## config.mk

```make
export PLATFORM = sky130hd
export DESIGN_NAME = param_countdown_timer
export DESIGN_NICKNAME = d
export VERILOG_FILES = /design/src/rtl/param_countdown_timer.sv
export SDC_FILE = /design/constraint.sdc
export NUM_CORES = 1
export LEC_CHECK = 0
export BUFFER_PORTS_ARGS = -buffer_cell sky130_fd_sc_hd__clkbuf_2
export CORE_MARGIN = 5
export CORE_UTILIZATION = 45
export CTS_CLUSTER_DIAMETER = 60
export CTS_CLUSTER_SIZE = 14
export DETAILED_ROUTE_END_ITERATION = 10
export PLACE_DENSITY = 0.67
export SLEW_MARGIN = 30
export SYNTH_ARGS = -nofsm -noshare
export SYNTH_HDL_FRONTEND = slang
export SYNTH_SLANG_ARGS = --single-unit
```

## constraint.sdc

```tcl
create_clock -name clock -period 5.53 [get_ports clock]
set_clock_uncertainty 0.05 [all_clocks]
set_input_delay 0 -clock clock [delete_from_list [all_inputs] [get_ports clock]]
set_output_delay 0 -clock clock [all_outputs]
set_load 0.03 [all_outputs]
```

## src/rtl/param_countdown_timer.sv

```systemverilog
// rtl/param_countdown_timer.sv - parametrised 1 Hz / 2 Hz strobe generator with loadable seconds countdown
//
// Purpose:
//   Free-running 1 Hz and 2 Hz one-cycle strobes derived from CLK_HZ,
//   plus a seconds countdown (IDLE -> RUN -> DONE) armed by start_timer.
//   Optional macro TIMER_PAUSE_EN adds a pause input that freezes the
//   prescalers and the countdown while in RUN.
//
// Ports:
//   clock          in   system clock, rising edge
//   reset          in   asynchronous, active-high; clears all state
//   start_timer    in   level: 1 = arm/run, 0 = abort/release
//   pause          in   (TIMER_PAUSE_EN only) freeze countdown while in RUN
//   value          in   countdown length in seconds, sampled on load only
//   one_hz_enable  out  one-cycle strobe every CLK_HZ cycles
//   two_hz_enable  out  one-cycle strobe every CLK_HZ/2 cycles
//   expired        out  countdown finished; held until start_timer drops
//   busy           out  high while counting (RUN)
//   remaining      out  seconds left (0 when not running)
module param_countdown_timer #(
  parameter int unsigned CLK_HZ        = 100_000_000,
  parameter int unsigned COUNT_W       = 4,
  parameter bit          SYNC_ON_START = 1'b1
) (
  input  logic               clock,
  input  logic               reset,
  input  logic               start_timer,
`ifdef TIMER_PAUSE_EN
  input  logic               pause,
`endif
  input  logic [COUNT_W-1:0] value,
  output logic               one_hz_enable,
  output logic               two_hz_enable,
  output logic               expired,
  output logic               busy,
  output logic [COUNT_W-1:0] remaining
);

  localparam int unsigned PRE_W = $clog2(CLK_HZ);
  localparam logic [PRE_W-1:0] ONE_MAX = PRE_W'(CLK_HZ - 1);
  localparam logic [PRE_W-1:0] TWO_MAX = PRE_W'(CLK_HZ / 2 - 1);

  typedef enum logic [1:0] {
    ST_IDLE = 2'd0,
    ST_RUN  = 2'd1,
    ST_DONE = 2'd2
  } state_t;

  state_t             state;
  state_t             state_next;
  logic [COUNT_W-1:0] remaining_next;
  logic [PRE_W-1:0]   one_cnt;
  logic [PRE_W-1:0]   two_cnt;
  logic               one_q;
  logic               two_q;
  logic               load;
  logic               freeze;
  logic               tick;

`ifdef TIMER_PAUSE_EN
  // Pause only has an effect while counting down.
  assign freeze = pause & (state == ST_RUN);
`else
  assign freeze = 1'b0;
`endif

  // Strobe registers are held (not cleared) during a freeze so that a tick
  // registered just before the pause is consumed once the pause lifts; the
  // visible strobes are masked meanwhile.
  assign one_hz_enable = one_q & ~freeze;
  assign two_hz_enable = two_q & ~freeze;
  assign tick          = one_hz_enable;

  assign busy    = (state == ST_RUN);
  assign expired = (state == ST_DONE);

  // Prescalers
  always_ff @(posedge clock or posedge reset) begin
    if (reset) begin
      one_cnt <= '0;
      two_cnt <= '0;
      one_q   <= 1'b0;
      two_q   <= 1'b0;
    end else if (SYNC_ON_START && load) begin
      // Restart both seconds so the first countdown second is a full one.
      one_cnt <= '0;
      two_cnt <= '0;
      one_q   <= 1'b0;
      two_q   <= 1'b0;
    end else if (!freeze) begin
      one_cnt <= (one_cnt == ONE_MAX) ? '0 : one_cnt + 1'b1;
      two_cnt <= (two_cnt == TWO_MAX) ? '0 : two_cnt + 1'b1;
      one_q   <= (one_cnt == ONE_MAX);
      two_q   <= (two_cnt == TWO_MAX);
    end
  end

  // State and count register
  always_ff @(posedge clock or posedge reset) begin
    if (reset) begin
      state     <= ST_IDLE;
      remaining <= '0;
    end else begin
      state     <= state_next;
      remaining <= remaining_next;
    end
  end

  // Next-state / next-count logic
  always_comb begin
    state_next     = state;
    remaining_next = remaining;
    load           = 1'b0;
    case (state)
      ST_IDLE: begin
        remaining_next = '0;
        if (start_timer) begin
          load           = 1'b1;
          // A zero request still runs for one full second.
          remaining_next = (value == '0) ? COUNT_W'(1) : value;
          state_next     = ST_RUN;
        end
      end
      ST_RUN: begin
        // Abort takes priority over a coincident tick.
        if (!start_timer) begin
          remaining_next = '0;
          state_next     = ST_IDLE;
        end else if (tick) begin
          // <= 1 rather than == 1 so the count can never wrap below zero.
          if (remaining <= COUNT_W'(1)) begin
            remaining_next = '0;
            state_next     = ST_DONE;
          end else begin
            remaining_next = remaining - 1'b1;
          end
        end
      end
      ST_DONE: begin
        remaining_next = '0;
        if (!start_timer) begin
          state_next = ST_IDLE;
        end
      end
      default: begin
        remaining_next = '0;
        state_next     = ST_IDLE;
      end
    endcase
  end

endmodule

```

* Word-level counts from Yosys, hierarchy flattened
Cells that the tools add are included.
** Word-level totals
- Register bits :: 62
- Output and inout port bits :: 8
- Word-level logic and storage cells :: 41
** Cells by class
- Add/subtract/negate cells :: 3
- Order comparisons :: 1
- Equal/unequal tests :: 8
- Muxes and demuxes :: 20
- Reductions and logical operators :: 3
** Operator list (count)
- 27-bit two-way mux :: 4
- 27-bit by 1-bit adder with 27-bit output, second input constant :: 2
- 27-bit by 26-bit == test with 1-bit output, second input constant :: 1
- 27-bit == test, second input constant :: 1
- 4-bit two-way mux :: 5
- 2-bit two-way mux :: 5
- 4-bit case mux with 2 select lines :: 1
- 3-bit by 2-bit != test with 1-bit output, second input constant :: 2
- 2-bit case mux with 3 select lines :: 1
- 4-bit by 1-bit <= comparator with 1-bit output, second input constant :: 1
- 4-bit logical NOT :: 1
- 1-bit two-way mux :: 4
- 2-bit != test, second input constant :: 2
- 4-bit AND reduction :: 1
- 4-bit by 1-bit subtractor with 4-bit output, second input constant :: 1
- 2-bit by 1-bit == test with 1-bit output, second input constant :: 1
- 2-bit == test, second input constant :: 1
- 2-bit logical NOT :: 1

* Logic depth before layout (Yosys ltp)
Gate-level depths: netlist (run 1).
- Depth after elaboration :: 5
- Mapped depth :: 6
- Gate-level depth less buffers :: 5

* Worst setup path before layout (run 1)
Ideal clock, no wire load.
- Path type :: flip-flop to flip-flop
- Start :: register one_cnt[0]
- End :: register one_cnt[2]
- Library setup time :: 0.132 ns
- Arrival :: 1.731 ns
- Setup slack :: 3.617 ns
- Cell stages (with the launch flop) :: 7
- Path buffers :: 1
- Cell sequence :: dfrtp_1 -> ha_1 -> and4_1 -> nand4_1 -> o21bai_1 -> clkbuf_1 -> nor2_1
** On the way
- Cells in the longest elaborated chain, start to end :: 3
- Elaborated cells between the ends (all ways) :: 4
- Those cells by class :: add/sub (1); eq/ne (1); mux (2)
** RTL lines
- from (decl) :: line 52 : logic [PRE_W-1:0] one_cnt;
- from (signal assigned) :: line 91 : one_cnt <= (one_cnt == ONE_MAX) ? '0 : one_cnt + 1'b1;
- 27-bit by 1-bit adder with 27-bit output / 27-bit == test (equally long branches) :: line 91
- 27-bit two-way mux (*) :: line 91
- 27-bit two-way mux (*) :: line 84 : end else if (SYNC_ON_START && load) begin
Every way passes the cells marked *; elsewhere a longest branch is shown, timed or not.
A chain may end at the register's enable or synchronous reset.

* Worst setup path in the final report (run 1)
- Start :: register one_cnt[13]
- End :: register one_cnt[23]
Same word-level chain as after synthesis.

==> metrics.yaml, run 1 <==
status: "complete, no violations"
syn_inst: 338
syn_to_final_growth_pct: 13.90
numCtsBuffers: 9
cts_resized: 0
final_util_pct: 53.13
r2r_slack_ns: 3.37
syn_nets: 349
whs_ns: 0.3621
maxCapViolCount: 0
clk_latency_ns: 0.34
r2r_start: "one_cnt[13]$_DFF_PP0_"
rr_worst_depth: 4
avgSynthCellArea_sq_um: 9.428
worstHoldPathType: "input port to async pin"
clkSinkCount: 62
cts_max_level: 3
slew_headroom_pct: 49.59
cp-startpoint: "one_cnt[13]$_DFF_PP0_"
track_usage_pct: 15.69
yosysMostFrequentCell: "dfrtp_1"
synth_cell_types: 32
p_leak_nw: 1.446
crit_arrival_ns: 2.38
synth.top_cell.area_share_pct: 48.68
setup_viol: 0
dr.pass1.iters: 4
synth_edf_count: 0
nFillCells: 617
grt-ovfl-total: 0
clk_pin_slew_worst_paths_ns: 0.07
design_power_total_w: 0.001020
via_count: 2576
critPathKind: "register to register"
core_area_sq_um: 6832
regToRegEndpoint: "one_cnt[23]$_DFF_PP0_"
diodes: 0
die_w_microns: 94.16
wl_per_cell_microns: 13.95
cts_tree: "yes"
antenna_left: 0
ys.flop_type: "dfrtp_1"
critPathCaptureType: "register"
dieArea_sq_um: 8865
crit_path_end: "one_cnt[23]$_DFF_PP0_"
crit_path_start_kind: "register"
power_density_nw_per_um2: 281.0
yosys_warnings: 0
rsz0062_at_grt: "no"
grt_max_degree: 63
hpwl_mm: 4.160
synthArstFlopShare_pct: 100.0
grt_pass1_vias: 2348
tightestPinTransition_ns: 0.7561
vias_per_cell: 5.612
syn_area_sq_um: 3187
drtIter0Drc: 117
synth_area_leader_cell: "dfrtp_1"
port_buffers: 14
antenna_found_initial: 0
routed_wirelength_mm: 6.403
pin_count: 15
route.detailed.drc: 0
cp.required_ns: 5.75
die_h_microns: 94.16
fmaxAchievable_mhz: 463.7
row_count: 30
fin_setup_tns_ns: 0
maxSlewViolCount: 0
nets: 369
clockBufferDepth: 2
ys_seq_area_share_pct: 48.68
path_max_fanout: 14
initial_utilization_pct: 46.65
ir_worst_vdd_mv: 0.1732
ys_top_cells_by_count: "dfrtp_1, nor2_1, a21oi_1"
finalHoldViolCount: 0
place.gp.congestion: 0.7709
drive_gt1_share_pct: 9.091
root_buffer: "clkbuf_8"
grt_pass1_wl_mm: 10.92
timing.final.crit_share_pct: 39.00
synth-seq-cells: 62
period_needed_ns: 2.157
synthTopCellsByArea: "dfrtp_1, or4_1, o31ai_1"
## where the power goes
group / internal (W) / switching (W) / leakage [nW]
Combinational: 0.0000329 / 0.0000461 / 0.486
Clock: 0.000265 / 0.000175 / 0.110
Sequential: 0.000476 / 0.0000246 / 0.850
## layer usage
metal	vias up	GRT usage [%]	part of all wire [%]
met5	-	0	0
met4	0	6.137	1.3
met3	9	4.327	4.0
met2	37	24.35	45
met1	1235	20.74	49
li1	1295	-	-
## sequential cells by signal, summed over array words and instances (netlist names)
signal / flops
two_hz_enable: 1
one_cnt: 27
state: 2
one_hz_enable: 1
remaining: 4
two_cnt: 27
## logic make-up after synthesis
group | synth area share (%)
simple gates | 28.15
flops | 48.68
fa+ha+maj | 1.571
xor+xnor | 5.772
buf+inv | 3.141
compound gates | 12.68
## layout by cell type (no fill, tap or decap), types with 3 or more instances in the layout
| master | n |
|---|---|
| dfrtp_1 | 62 |
| nor2_1 | 32 |
| a21oi_1 | 29 |
| or4_1 | 26 |
| nand2_1 | 23 |
| o31ai_1 | 21 |
| nand4_1 | 17 |
| nand3_1 | 14 |
| clkbuf_2 | 14 |
| xor2_1 | 13 |
| inv_1 | 12 |
| clkbuf_8 | 10 |
| o21ai_0 | 9 |
| xnor2_1 | 8 |
| nor3_1 | 8 |
| or3_1 | 7 |
| and4_1 | 6 |
| and3_1 | 6 |
| dlygate4sd3_1 | 6 |
| nand2b_1 | 4 |
| a311oi_1 | 4 |
| ha_1 | 4 |
| nor2b_1 | 3 |
| and2_1 | 3 |
| nor4b_1 | 3 |
## how the worst min path moves through the flow
stage | endpoint | slack [ns] | cells after the start
after floorplan | state[1]$_DFFE_PP0P_ | 0.07 | 1
after global placement | state[1]$_DFFE_PP0P_ | 0.18 | 2
after detailed placement | state[1]$_DFFE_PP0P_ | 0.18 | 2
after CTS | state[1]$_DFFE_PP0P_ | 0.37 | 3
after global routing | state[1]$_DFFE_PP0P_ | 0.41 | 3
final | remaining[0]$_DFFE_PP0N_ | 0.36 | 4
## repair_timing
item / CTS / global route
buffers inserted: 0 / 0
endpoints found under the hold margin: 67 / 0
setup endpoints to repair: 0 / 0
hold buffers: 6 / 0
## area by class of cell
cell class | instances | area (sq um) | area share (%)
repair buffers | 22 | 145.1 | 3.999
inverters | 13 | 48.80 | 1.344
well taps | 96 | 120.1 | 3.309
multi-input cells | 250 | 1549 | 42.68
flip-flops and latches | 62 | 1551 | 42.74
clock inverters | 4 | 70.07 | 1.930
clock buffers | 12 | 145.1 | 3.999
## worst max-delay path, stage by stage, from the launching register on
cell	delay, ns
dfrtp_1	0.42
nand3_1	0.15
or4_1	0.75
or4_1	0.54
a21oi_1	0.16
## per-stage QoR
step	setup slack (ns)	instances	cell area, sq um
after floorplan	3.617	338	3187
after global placement	3.302	437	3347
after detailed placement	3.425	437	3354
after CTS	3.389	459	3630
after global routing	3.249	459	3630
final	3.373	459	3630
(Power assumes the default switching activity.)
==> run 2, diff against run 1 <==
==> constraint.sdc (replaced) <==
create_clock -name clock -period 2.1 [get_ports clock]
set_clock_uncertainty 0.05 [all_clocks]
set_input_delay 0 -clock clock [delete_from_list [all_inputs] [get_ports clock]]
set_output_delay 0 -clock clock [all_outputs]
set_load 0.03 [all_outputs]
==> run 2 against run 1 <==
  * Cell count grew 5.2%
  * Critical path type unchanged
  * Fmax grew 9.3%
  * Via count grew 4.4%
  * Highest routed layer unchanged
  * Global-route usage grew 1.5 points
  * Register-to-register slack lost 3.2 ns
==> metrics.yaml, run 2 (synthesis results as in run 1) <==
clockBufferDepth: 2  # unchanged
design_power_total_w: 0.002719  # +170%
setup_viol: 0  # unchanged
cts_max_level: 3  # unchanged
crit_path_end: "two_cnt[25]$_DFF_PP0_"
cts_tree: "yes"
die_h_microns: 94.16  # unchanged
clk_latency_ns: 0.34  # about the same
power_density_nw_per_um2: 707.7  # +150%
crit_path_start_kind: "register"
wl_per_cell_microns: 14.02  # +0.54%
row_count: 30  # unchanged
intPower_w: 0.002067  # +170%
die_w_microns: 94.16  # unchanged
final_util_pct: 56.25  # +3.1 points
layout_common_cells: "dfrtp_1, nor2_1, a21oi_1"
dpl-instance-area_sq_um: 3552  # +5.9%
post_cts_buffers: 0  # unchanged
final_common_cell: "dfrtp_1"
critPathKind: "register to register"
grt_pass1_vias: 2592  # +10%
hpwl_mm: 4.581  # +10%
worstHoldPathType: "input port to async pin"
track_usage_pct: 17.20  # +1.5 points
antenna_left: 0  # unchanged
grt-ovfl-total: 0  # unchanged
fmaxAchievable_mhz: 507.0  # +9.3%
tightestPinTransition_ns: 0.5428  # -0.2133 ns
p_leak_nw: 1.578  # +9.1%
route.detailed.drc: 0  # unchanged
ir_worst_vdd_mv: 0.4426  # +160%
clk_pin_slew_worst_paths_ns: 0.07  # about the same
core_area_sq_um: 6832  # unchanged
status: "complete, no violations"
r2r_start: "two_cnt[5]$_DFF_PP0_"
vias_per_cell: 5.567  # -0.80%
crit_arrival_ns: 2.18  # -0.20 ns
grt_max_degree: 40  # -37%
nets: 393  # +6.5%
drtIter0Drc: 162  # +38%
root_buffer: "clkbuf_8"
critPathCaptureType: "register"
syn_to_final_growth_pct: 20.57
dieArea_sq_um: 8865  # unchanged
cp.required_ns: 2.31  # -3.44 ns
numCtsBuffers: 9  # unchanged
finalHoldViolCount: 0  # unchanged
initial_utilization_pct: 46.65  # unchanged
grt_pass1_wl_mm: 12.01  # +9.9%
rr_worst_depth: 4  # unchanged
maxSlewViolCount: 0  # unchanged
r2r_slack_ns: 0.13  # -3.25 ns
final_cell_area_sq_um: 3842  # +5.9%
nFillCells: 603  # -2.3%
layout_setup_ws_ns: 0.1276  # -3.246 ns
swShare_pct: 24.00  # -0.071 points
path_max_fanout: 6  # -8
diodes: 0  # unchanged
p_sw_w: 0.0006527  # +170%
slew_headroom_pct: 63.76  # +14 points
seqPwrFrac_pct: 48.2  # -0.9 points
cp-startpoint: "two_cnt[5]$_DFF_PP0_"
pin_count: 15  # unchanged
clkSinkCount: 62  # unchanged
regToRegEndpoint: "two_cnt[25]$_DFF_PP0_"
reg_top3: "one_cnt: 27 flops, two_cnt: 27 flops, remaining: 4 flops"
period_needed_ns: 1.972  # -0.1844 ns
maxCapViolCount: 0  # unchanged
dr.pass1.iters: 4  # unchanged
antenna_found_initial: 0  # unchanged
comb_power_share_pct: 9.2  # +1.4 points
multi_input_area_sq_um: 1556  # +0.48%
p_clk_share_pct: 42.6  # -0.5 points
via_count: 2689  # +4.4%
port_buffers: 14  # unchanged
rsz0062_at_grt: "no"
routed_wirelength_mm: 6.774  # +5.8%
detailedPlace.worstSlack_ns: 0.03070  # -3.395 ns
seqCellArea_sq_um: 1551  # unchanged
timing.final.crit_share_pct: 93.92  # +55 points
drive_gt1_share_pct: 15.76  # +6.7 points
fin_setup_tns_ns: 0  # unchanged
place.gp.congestion: 0.7850  # +1.8%
run 2: cell count changes in the layout (fill, tap and decap cells not counted):
cell     change
buf_4       +22
buf_12       +2
or4_1        -2
or4_4        +2
nand2_1      -1
nand2_2      +1
nand3_1      -1
nand3_2      +1
o22ai_2      +1
o22ai_4      -1
run 2: worst max-delay path, cell delays in order, from the launching register on:
cell	delay, ns
dfrtp_1	0.35
nand4_1	0.16
or4_1	0.68
or4_1	0.51
a21oi_1	0.15
run 2: repair_timing:
action	in CTS	in global routing
resized for setup	0	4
hold endpoints to repair	28	0
endpoints found under the setup margin	0	15
hold buffers	6	0
run 2: cell type report:
class,count,area share [%]
timing repair buffer,46,9.118
clock inverter,4,1.824
tap,96,3.126
multi-input combinational,250,40.51
sequential,62,40.38
clock buffer,12,3.777
inverter,13,1.270
run 2: power groups by stage:
stage	sequential [W]	clock, W	combinational, W
after floorplan	0.00134	0	0.000147
after global placement	0.00133	0	0.000243
after detailed placement	0.00133	0	0.000245
after CTS	0.00131	0.00118	0.000257
after global routing	0.00132	0.00125	0.000291
final	0.00131	0.00116	0.000251
run 2: layer usage:
metal | global-route usage (%) | wire length [microns] | part of all wire (%) | vias up
met3 | 4.968 | 269 | 4.0 | 8
li1 | - | - | - | 1343
met1 | 23.51 | 3392 | 50 | 1289
met2 | 25.65 | 3027 | 45 | 49
met5 | 0 | 0 | 0 | -
met4 | 6.619 | 84 | 1.2 | 0
run 2: worst min-delay path by stage:
stage / startpoint / to / cells past startpoint
finish: reset / remaining[2]$_DFFE_PP0N_ / 3
CTS: reset / remaining[2]$_DFFE_PP0N_ / 3
detailed placement: reset / remaining[2]$_DFFE_PP0N_ / 2
floorplan: start_timer / state[1]$_DFFE_PP0P_ / 1
global route: reset / remaining[2]$_DFFE_PP0N_ / 3
global placement: reset / remaining[2]$_DFFE_PP0N_ / 2
run 2: metrics by stage:
step           instances  hold WS, ns
5_1_grt              483       0.2215
4_1_cts              483       0.2028
2_1_floorplan        338      0.07214
3_3_place_gp         461      0.01038
3_5_place_dp         461      0.01979
6_report             483       0.1847
==> run 3, diff against run 2 <==
--- a/config.mk
+++ b/config.mk
@@ -7,11 +7,11 @@
 export LEC_CHECK = 0
 export BUFFER_PORTS_ARGS = -buffer_cell sky130_fd_sc_hd__clkbuf_2
 export CORE_MARGIN = 5
-export CORE_UTILIZATION = 45
+export CORE_UTILIZATION = 37
 export CTS_CLUSTER_DIAMETER = 60
 export CTS_CLUSTER_SIZE = 14
 export DETAILED_ROUTE_END_ITERATION = 10
-export PLACE_DENSITY = 0.67
+export PLACE_DENSITY = 0.59
 export SLEW_MARGIN = 30
 export SYNTH_ARGS = -nofsm -noshare
 export SYNTH_HDL_FRONTEND = slang
==> run 3 against run 2 <==
  * Critical path depth did not move
  * Worst hold slack got worse by 0.18 ns
  * Setup slack got worse by 0.021 ns
  * Clock power fell by 7%
  * Critical endpoint unchanged
==> metrics.yaml, run 3 (synthesis results as in run 1) <==
design_power_total_w: 0.002636  # -3.1%
p_sw_w: 0.0006597  # +1.1%
crit_path_end: "two_cnt[25]$_DFF_PP0_"
detailedPlace.worstSlack_ns: 0.05527  # +0.02457 ns
seqPwrFrac_pct: 49.7  # +1.5 points
critPathCaptureType: "register"
clk_pin_slew_worst_paths_ns: 0.07  # about the same
slew_headroom_pct: 63.40  # -0.36 points
layout_common_cells: "dfrtp_1, nor2_1, a21oi_1"
p_clk_share_pct: 40.8  # -1.8 points
port_buffers: 14  # unchanged
fin_setup_tns_ns: 0  # unchanged
antenna_left: 0  # unchanged
multi_input_area_sq_um: 1554  # -0.16%
route.detailed.drc: 0  # unchanged
gr-usage-met2_pct: 21.70  # -4.0 points
final_common_cell: "dfrtp_1"
finalHoldViolCount: 0  # unchanged
dp.cells: 472  # +2.4%
antenna_found_initial: 0  # unchanged
die_w_microns: 102.8  # +9.2%
intPower_w: 0.001977  # -4.4%
wl_per_cell_microns: 14.14  # +0.83%
clkSinkCount: 62  # unchanged
r2r_start: "two_cnt[8]$_DFF_PP0_"
crit_arrival_ns: 2.21  # +0.03 ns
maxCapViolCount: 0  # unchanged
layout_setup_ws_ns: 0.1066  # -0.02099 ns
ir_worst_vdd_mv: 0.2536  # -43%
vias_per_cell: 5.417  # -2.7%
power_density_nw_per_um2: 685.0  # -3.2%
core_area_sq_um: 8299  # +21%
dr.pass1.iters: 4  # unchanged
setup_viol: 0  # unchanged
grtUsageMet1_pct: 19.67  # -3.8 points
stdcell_count: 494  # +2.3%
rr_worst_depth: 4  # unchanged
critPathKind: "register to register"
clockBufferDepth: 2  # unchanged
grt_max_degree: 40  # unchanged
clk_latency_ns: 0.34  # about the same
place.gp.congestion: 0.7746  # -1.3%
worstHoldPathType: "input port to register"
r2r_slack_ns: 0.11  # -0.02 ns
crit_path_start_kind: "register"
track_usage_pct: 14.19  # -3.0 points
comb_power_share_pct: 9.5  # +0.3 points
initial_utilization_pct: 38.40  # -8.2 points
fmaxAchievable_mhz: 501.7  # -1.1%
cp.required_ns: 2.31  # about the same
hpwl_mm: 4.703  # +2.7%
seqCellArea_sq_um: 1551  # unchanged
maxSlewViolCount: 0  # unchanged
met3_usage_pct: 3.857  # -1.1 points
rsz0062_at_grt: "no"
root_buffer: "clkbuf_8"
nFillCells: 779  # +29%
cts_max_level: 3  # unchanged
dieArea_sq_um: 10570  # +19%
crit_top_cell: "or4_1"
reg_top3: "one_cnt: 27 flops, two_cnt: 27 flops, remaining: 4 flops"
via_count: 2676  # -0.48%
grt-busiest-layer: "met2"
syn_to_final_growth_pct: 20.77
timing.final.crit_share_pct: 94.92  # +1.0 points
tightestPinTransition_ns: 0.5482  # +0.005367 ns
diodes: 0  # unchanged
nets: 395  # +0.51%
slowest_stage: "or4_1"
die_h_microns: 102.8  # +9.2%
numCtsBuffers: 9  # unchanged
pin_count: 15  # unchanged
row_count: 33  # +10%
cts_tree: "yes"
grt_pass1_vias: 2514  # -3.0%
drive_gt1_share_pct: 16.45  # +0.69 points
grt-ovfl-total: 0  # unchanged
p_leak_nw: 1.580  # +0.13%
whs_ns: 0.009085  # -0.1756 ns
critPathMaxStageDelay_ns: 0.65  # -0.03 ns
period_needed_ns: 1.993  # +0.02098 ns
cp-startpoint: "two_cnt[8]$_DFF_PP0_"
grt_pass1_wl_mm: 11.83  # -1.4%
path_cells: "nand4_1 -> or4_1 -> or4_1 -> a21oi_1"
status: "complete, no violations"
swShare_pct: 25.02  # +1.0 points
drtIter0Drc: 108  # -33%
routed_wirelength_mm: 6.986  # +3.1%
path_max_fanout: 6  # unchanged
regToRegEndpoint: "two_cnt[25]$_DFF_PP0_"
## run 3: changes by cell type in the layout (fill, tap and decap cells not counted)
| cell | previous run | this run |
|---|---|---|
| buf_4 | 24 | 27 |
| bufinv_16 | 2 | 1 |
| clkbuf_1 | 2 | 1 |
| clkbuf_8 | 10 | 11 |
| clkinv_2 | 2 | 3 |
| dlygate4sd3_1 | 6 | 5 |
| nand2_1 | 22 | 23 |
| nand2_2 | 1 | 0 |
## run 3: worst min-delay path by stage
stage          slack [ns]        start                  endpoint  depth (start not counted)
2_1_floorplan        0.07  start_timer      state[1]$_DFFE_PP0P_                          1
3_3_place_gp         0.01        reset  remaining[2]$_DFFE_PP0N_                          2
3_5_place_dp         0.02        reset  remaining[1]$_DFFE_PP0N_                          2
4_1_cts             0.006     value[0]  remaining[0]$_DFFE_PP0N_                          3
5_1_grt              0.05     value[0]  remaining[0]$_DFFE_PP0N_                          3
6_report            0.009     value[0]  remaining[0]$_DFFE_PP0N_                          3
## run 3: cell type report
| class | instances | area share (%) |
|---|---|---|
| inverter | 13 | 1.268 |
| tap | 105 | 3.414 |
| multi-input combinational | 250 | 40.38 |
| clock inverter | 4 | 1.170 |
| clock buffer | 12 | 4.031 |
| sequential | 62 | 40.31 |
| timing repair buffer | 48 | 9.428 |
## run 3: stage by stage
step	utilization, %	cell area [sq um]
3_3_place_gp	43.12	3578
6_report	46.37	3849
5_1_grt	46.37	3849
3_5_place_dp	43.12	3578
4_1_cts	46.13	3829
2_1_floorplan	-	3187
## run 3: critical path: cells and delay by family, from the launching register on
kind	cells	cell delay, ns
simple gates	3	1.31
compound gates	1	0.15
flops	1	0.41
## run 3: power by group through the flow
| stage | combinational (W) | sequential [W] | clock, W |
|---|---|---|---|
| 3_3_place_gp | 0.000245 | 0.00133 | 0 |
| 5_1_grt | 0.000284 | 0.00132 | 0.00115 |
| 6_report | 0.000252 | 0.00131 | 0.00108 |
| 2_1_floorplan | 0.000147 | 0.00134 | 0 |
| 3_5_place_dp | 0.000246 | 0.00133 | 0 |
| 4_1_cts | 0.000258 | 0.00131 | 0.00110 |
## run 3: routing by layer
layer / vias up / wire, microns
li1: 1346 / -
met4: 0 / 81
met1: 1283 / 3440
met5: - / 0
met2: 37 / 3172
met3: 10 / 291
## run 3: repair_timing
item,CTS,global route
setup endpoints to repair,0,10
hold buffers,5,0
setup buffers,0,1
resized for setup,0,3
endpoints found under the hold margin,27,0
